===== config.mk =====
export PLATFORM = sky130hd
export DESIGN_NAME = mem_write_ctrl_flat
export DESIGN_NICKNAME = d
export VERILOG_FILES = /design/src/rtl/mem_write_ctrl_if.sv /design/src/rtl/mem_write_ctrl.sv /design/src/flat_wrapper.sv
export SDC_FILE = /design/constraint.sdc
export NUM_CORES = 1
export LEC_CHECK = 0
export CORE_MARGIN = 2
export CORE_UTILIZATION = 30
export DETAILED_ROUTE_END_ITERATION = 12
export PLACE_DENSITY = 0.51
export SETUP_SLACK_MARGIN = 0.3
export SYNTH_ARGS = -nofsm -noshare
export SYNTH_HDL_FRONTEND = slang
export SYNTH_SLANG_ARGS = --single-unit

===== constraint.sdc =====
create_clock -name s01_axis_aclk -period 5 [get_ports s01_axis_aclk]
set_clock_uncertainty 0.2 [all_clocks]
set_input_delay 1.5 -clock s01_axis_aclk [delete_from_list [all_inputs] [get_ports s01_axis_aclk]]
set_output_delay 1.5 -clock s01_axis_aclk [all_outputs]
set_load 0.01 [all_outputs]

===== src/rtl/mem_write_ctrl_if.sv =====
// Stream bundle for mem_write_ctrl: the s01 input stream and the m01 memory write stream.
// The slave modport is the controller's view; the master modport is the surrounding system's view.
interface mem_write_ctrl_if #(
   parameter int ADDR_WIDTH = 12,
   parameter int DATA_WIDTH = 32
) ();
   localparam int STRB_WIDTH = DATA_WIDTH / 8;

   logic [DATA_WIDTH-1:0] s01_axis_tdata;
   logic [STRB_WIDTH-1:0] s01_axis_tstrb;
   logic                  s01_axis_tvalid;
   logic                  s01_axis_tlast;
   logic                  s01_axis_tready;

   logic                  m01_axis_wr_en;
   logic [ADDR_WIDTH-1:0] m01_axis_wr_addr;
   logic [DATA_WIDTH-1:0] m01_axis_wr_tdata;
   logic [STRB_WIDTH-1:0] m01_axis_tstrb;
   logic                  m01_axis_tvalid;
   logic                  m01_axis_tlast;
   logic                  m01_axis_tready;

   modport slave (
      input  s01_axis_tdata, s01_axis_tstrb, s01_axis_tvalid, s01_axis_tlast,
      output s01_axis_tready,
      output m01_axis_wr_en, m01_axis_wr_addr, m01_axis_wr_tdata, m01_axis_tstrb,
      output m01_axis_tvalid, m01_axis_tlast,
      input  m01_axis_tready
   );

   modport master (
      output s01_axis_tdata, s01_axis_tstrb, s01_axis_tvalid, s01_axis_tlast,
      input  s01_axis_tready,
      input  m01_axis_wr_en, m01_axis_wr_addr, m01_axis_wr_tdata, m01_axis_tstrb,
      input  m01_axis_tvalid, m01_axis_tlast,
      output m01_axis_tready
   );
endinterface


===== src/rtl/mem_write_ctrl.sv =====
// Upstream write controller: buffers an AXI-stream packet in a small FIFO and drives the
// memory write stream with auto-incrementing addresses, packet completion and wrap tracking.
module mem_write_ctrl #(
   parameter int                    ADDR_WIDTH = 12,
   parameter int                    DATA_WIDTH = 32,
   parameter logic [ADDR_WIDTH-1:0] BASE_ADDR  = '0,
   parameter int                    FIFO_DEPTH = 4
) (
   input  logic                 s01_axis_aclk,
   input  logic                 s01_axis_aresetn,
   mem_write_ctrl_if.slave      bus,
   input  logic                 addr_clr,
   output logic                 pkt_done,
   output logic [15:0]          pkt_count,
   output logic                 wrap_flag
);
   localparam int STRB_WIDTH = DATA_WIDTH / 8;
   localparam int PTR_W      = $clog2(FIFO_DEPTH);
   localparam int CNT_W      = PTR_W + 1;
   localparam logic [CNT_W-1:0] FULL_CNT = CNT_W'(FIFO_DEPTH);

   typedef struct packed {
      logic [DATA_WIDTH-1:0] data;
      logic [STRB_WIDTH-1:0] strb;
      logic                  last;
   } beat_t;

   typedef enum logic {IDLE, BURST} state_t;

   beat_t             mem [FIFO_DEPTH];
   beat_t             head;
   logic [PTR_W-1:0]  wr_ptr, rd_ptr;
   logic [CNT_W-1:0]  count;
   logic              full, empty, push, pop;
   logic [ADDR_WIDTH-1:0] addr_q;
   state_t            state_q, state_d;
   logic              done_d;

   assign full  = (count == FULL_CNT);
   assign empty = (count == '0);
   assign push  = bus.s01_axis_tvalid && !full;
   assign pop   = !empty && bus.m01_axis_tready;
   assign head  = mem[rd_ptr];

   assign bus.s01_axis_tready   = !full;
   assign bus.m01_axis_tvalid   = !empty;
   assign bus.m01_axis_wr_en    = !empty;
   assign bus.m01_axis_wr_addr  = addr_q;
   // Head fields are masked while empty so the stale storage never shows on the bus.
   assign bus.m01_axis_wr_tdata = empty ? '0 : head.data;
   assign bus.m01_axis_tstrb    = empty ? '0 : head.strb;
   assign bus.m01_axis_tlast    = !empty && head.last;

   // NOTE: storage has no reset; only pointers and count need one, and leaving the array
   // unreset lets it map onto plain flops or distributed RAM.
   always_ff @(posedge s01_axis_aclk) begin
      if (push) mem[wr_ptr] <= '{data: bus.s01_axis_tdata, strb: bus.s01_axis_tstrb,
                                 last: bus.s01_axis_tlast};
   end

   // NOTE: sequential state is always assigned with <= so every flop samples pre-edge values.
   always_ff @(posedge s01_axis_aclk or negedge s01_axis_aresetn) begin
      if (!s01_axis_aresetn) begin
         wr_ptr <= '0;
         rd_ptr <= '0;
         count  <= '0;
      end else begin
         if (push) wr_ptr <= wr_ptr + PTR_W'(1);
         if (pop)  rd_ptr <= rd_ptr + PTR_W'(1);
         case ({push, pop})
            2'b10:   count <= count + CNT_W'(1);
            2'b01:   count <= count - CNT_W'(1);
            default: count <= count;
         endcase
      end
   end

   always_ff @(posedge s01_axis_aclk or negedge s01_axis_aresetn) begin
      if (!s01_axis_aresetn) begin
         addr_q    <= BASE_ADDR;
         wrap_flag <= 1'b0;
      end else if (addr_clr) begin
         addr_q    <= BASE_ADDR;
         wrap_flag <= 1'b0;
      end else if (pop) begin
         addr_q <= addr_q + ADDR_WIDTH'(1);
         if (&addr_q) wrap_flag <= 1'b1;
      end
   end

   always_ff @(posedge s01_axis_aclk or negedge s01_axis_aresetn) begin
      if (!s01_axis_aresetn) begin
         state_q   <= IDLE;
         pkt_done  <= 1'b0;
         pkt_count <= '0;
      end else begin
         state_q  <= state_d;
         pkt_done <= done_d;
         if (done_d) pkt_count <= pkt_count + 16'd1;
      end
   end

   // NOTE: every output of this block gets a default first, so no path can infer a latch.
   always_comb begin
      state_d = state_q;
      done_d  = 1'b0;
      if (pop) begin
         if (head.last) begin
            state_d = IDLE;
            done_d  = 1'b1;
         end else begin
            state_d = BURST;
         end
      end
   end
endmodule


===== src/flat_wrapper.sv =====
// flat-port wrapper written by rule: the top's interface ports become plain ports
module mem_write_ctrl_flat 
#(
   parameter int                    ADDR_WIDTH = 12,
   parameter int                    DATA_WIDTH = 32,
   parameter logic [ADDR_WIDTH-1:0] BASE_ADDR  = '0,
   parameter int                    FIFO_DEPTH = 4
)
  (s01_axis_aclk, s01_axis_aresetn, addr_clr, pkt_done, pkt_count, wrap_flag, bus_s01_axis_tdata, bus_s01_axis_tstrb, bus_s01_axis_tvalid, bus_s01_axis_tlast, bus_s01_axis_tready, bus_m01_axis_wr_en, bus_m01_axis_wr_addr, bus_m01_axis_wr_tdata, bus_m01_axis_tstrb, bus_m01_axis_tvalid, bus_m01_axis_tlast, bus_m01_axis_tready);
  mem_write_ctrl_if #(.ADDR_WIDTH(ADDR_WIDTH), .DATA_WIDTH(DATA_WIDTH)) bus_i ();
  input  logic s01_axis_aclk;
  input  logic s01_axis_aresetn;
  input  logic addr_clr;
  output logic pkt_done;
  output logic [15:0] pkt_count;
  output logic wrap_flag;
  input wire logic [$bits(bus_i.s01_axis_tdata)-1:0] bus_s01_axis_tdata;
  input wire logic [$bits(bus_i.s01_axis_tstrb)-1:0] bus_s01_axis_tstrb;
  input wire logic [$bits(bus_i.s01_axis_tvalid)-1:0] bus_s01_axis_tvalid;
  input wire logic [$bits(bus_i.s01_axis_tlast)-1:0] bus_s01_axis_tlast;
  output wire logic [$bits(bus_i.s01_axis_tready)-1:0] bus_s01_axis_tready;
  output wire logic [$bits(bus_i.m01_axis_wr_en)-1:0] bus_m01_axis_wr_en;
  output wire logic [$bits(bus_i.m01_axis_wr_addr)-1:0] bus_m01_axis_wr_addr;
  output wire logic [$bits(bus_i.m01_axis_wr_tdata)-1:0] bus_m01_axis_wr_tdata;
  output wire logic [$bits(bus_i.m01_axis_tstrb)-1:0] bus_m01_axis_tstrb;
  output wire logic [$bits(bus_i.m01_axis_tvalid)-1:0] bus_m01_axis_tvalid;
  output wire logic [$bits(bus_i.m01_axis_tlast)-1:0] bus_m01_axis_tlast;
  input wire logic [$bits(bus_i.m01_axis_tready)-1:0] bus_m01_axis_tready;
  assign bus_i.s01_axis_tdata = bus_s01_axis_tdata;
  assign bus_i.s01_axis_tstrb = bus_s01_axis_tstrb;
  assign bus_i.s01_axis_tvalid = bus_s01_axis_tvalid;
  assign bus_i.s01_axis_tlast = bus_s01_axis_tlast;
  assign bus_s01_axis_tready = bus_i.s01_axis_tready;
  assign bus_m01_axis_wr_en = bus_i.m01_axis_wr_en;
  assign bus_m01_axis_wr_addr = bus_i.m01_axis_wr_addr;
  assign bus_m01_axis_wr_tdata = bus_i.m01_axis_wr_tdata;
  assign bus_m01_axis_tstrb = bus_i.m01_axis_tstrb;
  assign bus_m01_axis_tvalid = bus_i.m01_axis_tvalid;
  assign bus_m01_axis_tlast = bus_i.m01_axis_tlast;
  assign bus_i.m01_axis_tready = bus_m01_axis_tready;
  mem_write_ctrl #(.ADDR_WIDTH(ADDR_WIDTH), .DATA_WIDTH(DATA_WIDTH), .BASE_ADDR(BASE_ADDR), .FIFO_DEPTH(FIFO_DEPTH)) u_core (.s01_axis_aclk(s01_axis_aclk), .s01_axis_aresetn(s01_axis_aresetn), .bus(bus_i), .addr_clr(addr_clr), .pkt_done(pkt_done), .pkt_count(pkt_count), .wrap_flag(wrap_flag));
endmodule

## Yosys cells after proc, flatten, opt, wreduce, memory -nomap -nowiden

Memory sizes are Yosys's and may differ from the RTL's.
Cells that the tools add are included.

- Bits in registers: 37
- Memories: 1
- Output and inout bits: 70
- Memory bits (writable): 148

- Add/subtract/negate cells: 6
- Reduce and logical (&&, ||, !) cells: 11
- Muxes and demuxes: 12
- Eq/ne operators: 3

Memory list:

| memory | words | bits a word | read ports | clocked after memory_dff | wr ports | line | source |
|---|---|---|---|---|---|---|---|
| u_core.mem | 4 | 37 | 1 | 0 | 1 | mem_write_ctrl.sv:30 | `beat_t mem [FIFO_DEPTH];` |

Operators by type and width:

| cell | number |
|---|---|
| $mux W32 | 1 |
| $mux W12 | 2 |
| $add A16 B1 Y16 const B | 1 |
| $add A12 B1 Y12 const B | 1 |
| $reduce_and A12 Y1 | 1 |
| $mux W1 | 7 |
| $pmux W3 S2 | 1 |
| $reduce_bool A2 Y1 | 3 |
| $add A2 B1 Y2 const B | 2 |
| $mux W4 | 1 |
| $add A3 B1 Y3 const B | 1 |
| $eq A3 B3 Y1 const B | 1 |
| $logic_and A1 B1 Y1 | 3 |
| $logic_not A3 Y1 | 1 |
| $sub A3 B1 Y3 const B | 1 |
| $eq A2 B1 Y1 const B | 1 |
| $eq A2 B2 Y1 const B | 1 |
| $logic_not A1 Y1 | 2 |
| $reduce_and A2 Y1 | 1 |

## Depth between registers and ports, before layout

Gate-level depths: netlist (run 1).

- Depth in word-level cells: 5
- Mapped depth: 10
- Depth with buffers taken out: 10

## Worst setup path before layout (run 1)

Ideal clock, no wire load.

- Path type: register -> output
- Start: register u_core.rd_ptr[0]
- End: output port bus_m01_axis_wr_tdata[13]
- Path slack: 1.723 ns
- Data required time: 3.300 ns
- Buffers on the path: 2
- Stages on the path, launching flop included: 5
- Arrival time: 1.577 ns
- Path through: dfrtp_1 buf_2 buf_4 mux4_2 and2_1

- Cells in the longest elaborated chain, start to end: 2

RTL lines:

| item | line | source |
|---|---|---|
| from (decl) | mem_write_ctrl.sv:32 | `logic [PTR_W-1:0] wr_ptr, rd_ptr;` |
| from (signal assigned) | mem_write_ctrl.sv:69 | `if (pop) rd_ptr <= rd_ptr + PTR_W'(1);` |
| $mem_v2 Z4 W37 | n/a |  |
| $mux W32 | mem_write_ctrl.sv:50 | `assign bus.m01_axis_wr_tdata = empty ? '0 : head.data;` |
| to (decl) | flat_wrapper.sv:24 | `output wire logic [$bits(bus_i.m01_axis_wr_tdata)-1:0] bus_m01_axis_wr_tdata;` |

No other way between the ends.

## Final worst setup path (run 1)

- Start: register u_core.rd_ptr[0]
- End: output port bus_m01_axis_wr_tdata[24]

The elaborated chain is that of the path after synthesis.

==> results of run 1 <==
## layout make-up
class                      instances  area, um^2
fill                            2278       14780
clock buffer                      18       429.2
tap                              324       405.4
sequential                       185        5375
inverter                           9       33.78
clock inverter                    14       166.4
multi-input combinational        190        1887
timing repair buffer             119        1171
## state kept, by name (all words and copies together), names as in the netlist
| name | flops |
|---|---|
| u_core.pkt_done | 1 |
| u_core.pkt_count | 16 |
| u_core.wrap_flag | 1 |
| u_core.wr_ptr | 2 |
| u_core.bus.m01_axis_wr_addr | 12 |
| u_core.rd_ptr | 2 |
| u_core.mem | 148 |
| u_core.count | 3 |
## per-stage QoR
| step | instance area, um^2 | utilization, % | hold slack (ns) | power, uW |
|---|---|---|---|---|
| after floorplan | 7375 | - | 0.3074 | 3185 |
| after global placement | 8872 | 36.59 | 0.2651 | 4049 |
| after detailed placement | 8872 | 36.59 | 0.2698 | 4073 |
| after CTS | 9468 | 39.05 | 0.2759 | 5450 |
| after global routing | 9468 | 39.05 | 0.2959 | 5641 |
| final | 9468 | 39.05 | 0.2671 | 5338 |
## how the worst max path moves through the flow
| stage | startpoint | cells after the start | slack [ns] | to |
|---|---|---|---|---|
| after floorplan | u_core.rd_ptr[0] | 4 | 1.72 | bus_m01_axis_wr_tdata[13] |
| after global placement | u_core.rd_ptr[0] | 3 | 0.96 | bus_m01_axis_tlast |
| after detailed placement | u_core.rd_ptr[0] | 3 | 0.98 | bus_m01_axis_wr_tdata[23] |
| after CTS | u_core.rd_ptr[0] | 3 | 0.51 | bus_m01_axis_wr_tdata[24] |
| after global routing | u_core.rd_ptr[0] | 3 | 0.40 | bus_m01_axis_wr_tdata[24] |
| final | u_core.rd_ptr[0] | 3 | 0.61 | bus_m01_axis_wr_tdata[24] |
## metal layers
| metal | vias up | global-route usage, % |
|---|---|---|
| met4 | 0 | 4.911 |
| met3 | 18 | 2.789 |
| met5 | - | 0 |
| met2 | 89 | 19.89 |
| li1 | 1787 | - |
| met1 | 2005 | 15.76 |
## logic make-up after synthesis
group | count (synthesis) | synth area share (%)
muxes | 41 | 11.88
buffers and inverters | 26 | 1.663
DFF | 185 | 72.82
AOI/OAI and AO/OA | 8 | 0.7465
xor gates and xnor gates | 30 | 3.563
adders and majority gates | 8 | 1.459
and+or+nand+nor | 103 | 7.872
## placed cells by master (no fill, tap or decap), types with 3 or more instances in the layout
master           count
edfxtp_1           148
clkdlybuf4s50_1    111
and2_1              42
mux4_2              37
dfrtp_1             35
xnor2_1             21
clkbuf_16           17
nand2_1             12
nor2_1              12
nand4_1             11
inv_1                9
xor2_1               9
buf_4                8
nand3_1              7
ha_1                 7
and3_2               4
and3_1               4
inv_6                4
or3_1                3
nor3_1               3
and4_1               3
a21oi_1              3
bufinv_16            3
## power breakdown
part | internal [uW] | switching, uW | total [uW]
clock network | 789 | 573 | 1360
registers | 2000 | 260 | 2260
logic | 1010 | 711 | 1720
## worst reg2reg max path, cell delays in order (launching register included)
cell     delay [ns]
dfrtp_4        0.98
mux4_2         0.61
and2_1         0.38
mux2_2         0.35
==> summary.txt, run 1 <==
Finish
  – Area grow syn2layout: 28.38%
  – Nets@finish: between 500 and 600
  – Non-Filler Instances: 859
  – Layout cells sized above 1: 15.33%
  – Ant diodes: 0

Drt
  – Highest routed layer: met4
  – Via density: 4.539
  – First-pass DRT Iterations: 4
  – Met2 WL: 7533 um
  – Wire length per cell: 17.46 um
  – Drc violations: 0
  – WL met3: 596 um
  – DRT met1 WL: 6587 um
  – Initial DRC Count: 191
  – Vias: ~3.9k
  – Antenna-violating nets left: 0
  – Final wirelength: 14990 um

Critical path
  – Crit path max-delay family: flip-flops
  – R2R depth: 3
  – Critical path class: reg2out
  – Worst Path Required: about 3.3 ns
  – Critical Path Start Type: flip-flop
  – R2r endpoint: u_core.pkt_count[1]
  – R2R Setup Slk: 2.37 ns
  – Critical R2R Launch: u_core.rd_ptr[0]
  – Worst path buffer plus inverter count: 1
  – Crit-path max FO: 39
  – Critical-path cell list: mux4_2 > and2_1 > clkdlybuf4s50_1
  – Critical-path top delay cell: dfrtp_4
  – Crit end category: output pin
  – Max incr delay on CP: 0.98 ns
  – Crit path arrival time: between 2 and 3 ns

Placement
  – Post-DP HPWL: 9223 um
  – Number of buffers added on ports: 111
  – Dpl ws: 0.9764 ns
  – Dpl cells: 827
  – Routability cong.: ~0.73

STA
  – Setup TNS: 0 ns
  – RSZ-0062 raised after global routing: false
  – Measured slew at the worst slew-check pin: 1.031 ns
  – Final-report hold violation count: 0
  – Slew HR: 31.05%
  – Crit path time final: about 4.4 ns
  – Final Max Tran Viols: 0
  – Final worst-path setup slack: 0.6082 ns
  – Fmax: roughly 230 MHz
  – Crit share post-route: 87.84%
  – # setup viols final: 0

Synth
  – EDFF count, synth: 148
  – Synth warnings: 0
  – Mapped Nets: roughly 450
  – Largest cells by area after synthesis: edfxtp_1, dfrtp_1, mux4_2
  – Register area share after synthesis: 72.82%
  – Synth Flop Type: edfxtp_1
  – Flops & latches, synth: 185
  – Synth top area share: ~60%
  – Number of distinct library cells after synthesis: 32
  – Count leader, synth: edfxtp_1
  – Commonest cells post-synth: edfxtp_1, and2_1, dfrtp_1, mux4_2, xnor2_1
  – Area leader, netlist: edfxtp_1
  – Asr flop ratio synth: roughly 20%
  – Post-synthesis instance total: 401
  – Avg Cell Area, Syn: around 18 um^2
  – Netlist Area Pre-Place: 7375 um^2

GRT
  – Global-route wire length before repair: 23720 um
  – Initial antenna violation count: 0
  – Vias in the first global route: around 4.2k
  – GR Overflow Total: 0
  – Largest net degree at the start of global routing: 40
  – Total GRT Usage: 12.16%

Die
  – Number of I/O pins: 112
  – Initial core utilization: 30.41%
  – Die X: 160.8 um
  – Core area: 24250 um^2
  – Cell Rows: 57
  – Total die area: between 20000 and 30000 um^2
  – Die Height: 160.8 um

Worst hold path
  – Hold Crit Start: u_core.pkt_count[15]
  – Worst hold path endpoint: u_core.pkt_count[15]
  – Worst hold path type: reg2reg
  – Worst Hold Path Cells: 1

CTS
  – Skew-Pair Late Insertion Delay: ~0.42 ns
  – H-tree depth: 4
  – CTS buffer count: 17
  – CTS tree: done
  – Worst-case clock buffer depth: 2
  – Clk slew on worst S/H paths: 0.07 ns
  – Setup Buffers After CTS: 0
  – Clock Sinks: 185
  – Root buffer cell: clkbuf_16
  – Resize count post-CTS: 0
  – Cts-stage hold buffer count: 0

Job
  – Max_cap viols: 0

Outcome
  – Status: finished, final reports clean

Power and ir drop
  – VDD IR max: between 0.0002 and 0.00025 V
  – Cell area power density: roughly 560 nW/um^2
  – Static leakage: 0.003220 uW
No activity file was read; power rests on OpenSTA's default activity.
==> run 2: changes to the inputs <==
SLEW_MARGIN = 20   (was default)
==> run 2 against run 1 <==
  * Die area unchanged
  * Clock-buffer cell count did not move
  * Final cell count is the same
  * Non-clock buffer count unchanged
  * Global-route usage unchanged
  * First-iteration DRC count shrank 0.52%
  * Clock power hardly changed
  * Final area hardly changed
==> summary.txt, run 2 (same netlist as run 1, synthesis figures left out) <==
Critical path
  – Worst path buffer plus inverter count: 1 (unchanged)
  – Critical-path top delay cell: dfrtp_4
  – Critical-path cell list: mux4_2 > and2_1 > clkdlybuf4s50_1
  – R2R Setup Slk: 2.37 ns (about the same)
  – Crit path arrival time: 2.69 ns (about the same)
  – Crit end category: output pin
  – Max incr delay on CP: 0.98 ns (about the same)
  – R2R depth: 3 (unchanged)
  – Critical Path Start Type: flip-flop
  – R2r endpoint: u_core.pkt_count[1]
  – Worst Path Required: 3.30 ns (about the same)
  – Critical R2R Launch: u_core.rd_ptr[0]
  – Crit path max-delay family: flip-flops
  – Critical path class: reg2out
  – Crit-path max FO: 39 (unchanged)

GRT
  – GR Overflow Total: 0 (unchanged)
  – Total GRT Usage: 12.16% (unchanged)
  – Initial antenna violation count: 0 (unchanged)
  – Vias in the first global route: 4190 (unchanged)
  – Largest net degree at the start of global routing: 40 (unchanged)
  – Global-route wire length before repair: 23720 um (unchanged)

Drt
  – Wire length per cell: 17.45 um (about the same)
  – First-pass DRT Iterations: 4 (unchanged)
  – Drc violations: 0 (unchanged)
  – Vias: 3903 (+0.10%)
  – Via density: 4.544 (+0.10%)
  – Final wirelength: 14990 um (about the same)
  – Initial DRC Count: 190 (-0.52%)
  – Antenna-violating nets left: 0 (unchanged)

Placement
  – Area post-placement: 8872 um^2 (unchanged)
  – Routability cong.: 0.7293 (unchanged)
  – Post-DP HPWL: 9223 um (unchanged)
  – Number of buffers added on ports: 111 (unchanged)

Die
  – Die Height: 160.8 um (unchanged)
  – Die X: 160.8 um (unchanged)
  – Total die area: 25850 um^2 (unchanged)
  – Initial core utilization: 30.41% (unchanged)
  – Cell Rows: 57 (unchanged)
  – Core area: 24250 um^2 (unchanged)
  – Number of I/O pins: 112 (unchanged)

Power and ir drop
  – P_sw: 1545 uW (about the same)
  – Sw Ratio: 28.93% (about the same)
  – Logic pwr share: 32.2% (about the same)
  – Flop pwr share: 42.3% (about the same)
  – VDD IR max: 0.0002316 V (unchanged)
  – Cell area power density: 564.1 nW/um^2 (about the same)
  – Clock power share: 25.5% (about the same)
  – Static leakage: 0.003220 uW (about the same)
  – Internal power: 3793 uW (about the same)

Worst hold path
  – Worst hold path endpoint: u_core.pkt_count[15]
  – Worst hold path type: reg2reg
  – Hold Crit Start: u_core.pkt_count[15]
  – Worst Hold Path Cells: 1 (unchanged)

CTS
  – CTS buffer count: 17 (unchanged)
  – Resize count post-CTS: 0 (unchanged)
  – Root buffer cell: clkbuf_16
  – Setup Buffers After CTS: 0 (unchanged)
  – Clk slew on worst S/H paths: 0.07 ns (about the same)
  – H-tree depth: 4 (unchanged)
  – Worst-case clock buffer depth: 2 (unchanged)
  – Clock Sinks: 185 (unchanged)
  – Skew-Pair Late Insertion Delay: 0.42 ns (about the same)
  – Cts-stage hold buffer count: 0 (unchanged)
  – CTS tree: done

Finish
  – Area grow syn2layout: 28.32% (about the same)
  – Commonest non-fill, non-tap cell in the layout: edfxtp_1
  – Layout cells sized above 1: 15.51% (+0.19 points)
  – Ant diodes: 0 (unchanged)
  – Biggest register: u_core.mem
  – Final instance area: 9463 um^2 (about the same)
  – Commonest cells after routing, fill and taps aside: edfxtp_1, clkdlybuf4s50_1, and2_1
  – Nets@finish: 572 (unchanged)
  – Max FFs per register: 148 (unchanged)

Job
  – Max_cap viols: 0 (unchanged)

STA
  – Final-report hold violation count: 0 (unchanged)
  – # setup viols final: 0 (unchanged)
  – Crit path time final: 4.392 ns (unchanged)
  – Final Max Tran Viols: 0 (unchanged)
  – Setup TNS: 0 ns (unchanged)
  – Slew HR: 44.00% (+13 points)
  – RSZ-0062 raised after global routing: false
  – Measured slew at the worst slew-check pin: 0.8399 ns (-0.1911 ns)
  – Fmax: 227.7 MHz (unchanged)
  – Crit share post-route: 87.84% (unchanged)

Outcome
  – Status: finished, final reports clean
[run 2: worst max path at each step]
stage | start | endpoint | slack (ns) | cells past startpoint
global route | u_core.rd_ptr[0] | bus_m01_axis_wr_tdata[24] | 0.40 | 3
global placement | u_core.rd_ptr[0] | bus_m01_axis_tlast | 0.96 | 3
finish | u_core.rd_ptr[0] | bus_m01_axis_wr_tdata[24] | 0.61 | 3
floorplan | u_core.rd_ptr[0] | bus_m01_axis_wr_tdata[13] | 1.72 | 4
detailed placement | u_core.rd_ptr[0] | bus_m01_axis_wr_tdata[23] | 0.98 | 3
CTS | u_core.rd_ptr[0] | bus_m01_axis_wr_tdata[24] | 0.51 | 3
[run 2: power by group through the flow]
stage          combinational [uW]  sequential (uW)  clock (uW)
3_5_place_dp                 1760             2310           0
5_1_grt                      1860             2310        1460
4_1_cts                      1770             2280        1400
6_report                     1720             2260        1360
2_1_floorplan                1060             2130           0
3_3_place_gp                 1760             2290           0
[run 2: routing by layer]
metal	track usage [%]	up-vias	wire, um
met5	0	-	0
met4	4.911	0	277
met3	2.789	18	602
met2	19.89	93	7540
met1	15.76	2005	6571
li1	-	1787	-
[run 2: area by class of cell]
cell class	instances	area [um^2]
Sequential cell	185	5375
Tap cell	324	405.4
Fill cell	2279	14790
Clock inverter	14	166.4
Inverter	9	33.78
Multi-Input combinational cell	190	1887
Timing Repair Buffer	119	1166
Clock buffer	18	429.2
[run 2: metrics by stage]
step	total power (uW)	cells	hold slack (ns)	util, %	setup WS, ns
after floorplan	3185	401	0.3074	-	1.723
after global placement	4049	827	0.2651	36.59	0.9642
after detailed placement	4073	827	0.2698	36.59	0.9764
after CTS	5450	859	0.2759	39.05	0.5136
after global routing	5640	859	0.2959	39.02	0.4022
final	5338	859	0.2671	39.02	0.6082
==> run 3: changes to the inputs <==
CORE_UTILIZATION = 42   (was 30)
PLACE_DENSITY = 0.67   (was 0.51)
==> run 3 against run 2 <==
  * Setup slack improved by 0.051 ns
  * Sequential cell count did not move
  * Final area fell by 2.1%
  * Combinational power rose by 6%
  * Critical endpoint is now bus_m01_axis_wr_tdata[16]
==> summary.txt, run 3 (same netlist as run 1, synthesis figures left out) <==
Critical path
  – Critical Path Start Type: flip-flop
  – Crit path arrival time: 2.64 ns (-0.05 ns)
  – Worst Path Required: 3.30 ns (about the same)
  – Critical path class: reg2out
  – Crit-path max FO: 24 (-38%)
  – Crit end category: output pin

CTS
  – Clock Sinks: 185 (unchanged)
  – Cts-stage hold buffer count: 0 (unchanged)
  – CTS buffer count: 17 (unchanged)
  – Resize count post-CTS: 0 (unchanged)
  – Root buffer cell: clkbuf_16
  – H-tree depth: 4 (unchanged)
  – Setup Buffers After CTS: 0 (unchanged)
  – Worst-case clock buffer depth: 2 (unchanged)
  – Skew-Pair Late Insertion Delay: 0.42 ns (about the same)
  – Clk slew on worst S/H paths: 0.06 ns (about the same)
  – CTS tree: done

Finish
  – Final instance area: 9265 um^2 (-2.1%)
  – Biggest register: u_core.mem
  – Non-Filler Instances: 759 (-12%)
  – Filler cells: 1360 (-40%)
  – Ant diodes: 0 (unchanged)
  – Area grow syn2layout: 25.64%
  – Layout cells sized above 1: 14.98% (-0.53 points)
  – Commonest non-fill, non-tap cell in the layout: edfxtp_1
  – Area taken by multi-input logic gates: 1887 um^2 (unchanged)
  – Max FFs per register: 148 (unchanged)
  – Register Area: 5373 um^2 (about the same)
  – Nets@finish: 572 (unchanged)
  – Commonest cells after routing, fill and taps aside: edfxtp_1, clkdlybuf4s50_1, and2_1

Drt
  – Vias: 3837 (-1.7%)
  – Antenna-violating nets left: 0 (unchanged)
  – Via density: 5.055 (+11%)
  – Final wirelength: 13850 um (-7.6%)
  – Wire length per cell: 18.25 um (+4.6%)
  – Drc violations: 0 (unchanged)
  – Initial DRC Count: 272 (+43%)
  – First-pass DRT Iterations: 4 (unchanged)

Die
  – Initial core utilization: 42.78% (+12 points)
  – Number of I/O pins: 112 (unchanged)
  – Core area: 17240 um^2 (-29%)
  – Die X: 136.5 um (-15%)
  – Total die area: 18640 um^2 (-28%)
  – Cell Rows: 48 (-16%)
  – Die Height: 136.5 um (-15%)

GRT
  – GR Overflow Total: 0 (unchanged)
  – Vias in the first global route: 3954 (-5.6%)
  – Initial antenna violation count: 0 (unchanged)
  – Total GRT Usage: 15.84% (+3.7 points)
  – Global-route wire length before repair: 21760 um (-8.3%)
  – Largest net degree at the start of global routing: 40 (unchanged)

Placement
  – Post-DP HPWL: 8543 um (-7.4%)
  – Routability cong.: 0.7513 (+3.0%)
  – Number of buffers added on ports: 111 (unchanged)
  – Area post-placement: 8758 um^2 (-1.3%)
  – Dpl cells: 728 (-12%)

STA
  – Fmax: 230.4 MHz (+1.2%)
  – Slew HR: 30.96% (-13 points)
  – RSZ-0062 raised after global routing: false
  – Setup TNS: 0 ns (unchanged)
  – Crit share post-route: 86.81% (-1.0 points)
  – # setup viols final: 0 (unchanged)
  – Hold_ws: 0.2919 ns (+0.02480 ns)
  – Final Max Tran Viols: 0 (unchanged)
  – Final-report hold violation count: 0 (unchanged)
  – Crit path time final: 4.340 ns (-0.05149 ns)
  – Measured slew at the worst slew-check pin: 1.036 ns (+0.1957 ns)

Power and ir drop
  – Static leakage: 0.003180 uW (-1.2%)
  – Cell area power density: 555.5 nW/um^2 (-1.5%)
  – VDD IR max: 0.0002603 V (+12%)

Job
  – Max_cap viols: 0 (unchanged)

Outcome
  – Status: finished, final reports clean

Worst hold path
  – Worst hold path type: reg2reg
## run 3: stage by stage
stage	util (%)	power (uW)	worst slack, ns
2_1_floorplan	-	3185	1.723
3_3_place_gp	50.81	4018	1.020
3_5_place_dp	50.81	4047	1.027
4_1_cts	53.78	5228	0.5648
5_1_grt	53.75	5420	0.4525
6_report	53.75	5147	0.6597
## run 3: area by class of cell
cell class              instances  share of cell area, %
flip-flops and latches        185                  57.99
multi-input cells             190                  20.36
repair buffers                119                  12.72
clock buffers                  18                  4.632
well taps                     225                  3.038
clock inverters                13                 0.8913
inverters                       9                 0.3646
## run 3: power breakdown
group          internal [uW]  total (uW)  switching, uW
Combinational           1020        1830            807
Sequential              2000        2140            143
Clock                    626        1180            550
Total                   3650        5150           1500
## run 3: final timing paths
kind | start | endpoint | slack [ns] | depth (start not counted)
hold reg to reg | u_core.pkt_count[15] | u_core.pkt_count[15] | 0.29 | 1
max in group asynchronous | s01_axis_aresetn | u_core.bus.m01_axis_wr_addr[8] | 3.17 | 2
min in group asynchronous | s01_axis_aresetn | u_core.pkt_count[14] | 0.84 | 1
setup reg to reg | u_core.rd_ptr[1] | u_core.pkt_count[9] | 2.62 | 5
setup / recovery | u_core.rd_ptr[0] | bus_m01_axis_wr_tdata[16] | 0.66 | 4
hold / removal | u_core.pkt_count[15] | u_core.pkt_count[15] | 0.29 | 1
## run 3: metal layers
layer  share of wire [%]  track usage [%]  vias to the layer above  wire (um)
li1                    -                -                     1778          -
met1                  44            20.42                     1971       6035
met2                  52            26.44                       78       7194
met3                 3.2            3.481                       10        437
met4                 1.3            5.903                        0        182
met5                   0                0                        -          0
## run 3: worst max-delay path: stages (launching register included)
cell and delay, ns:
dfrtp_2 0.72, buf_12 0.30, mux4_2 0.55, and2_1 0.17, clkdlybuf4s50_1 0.47
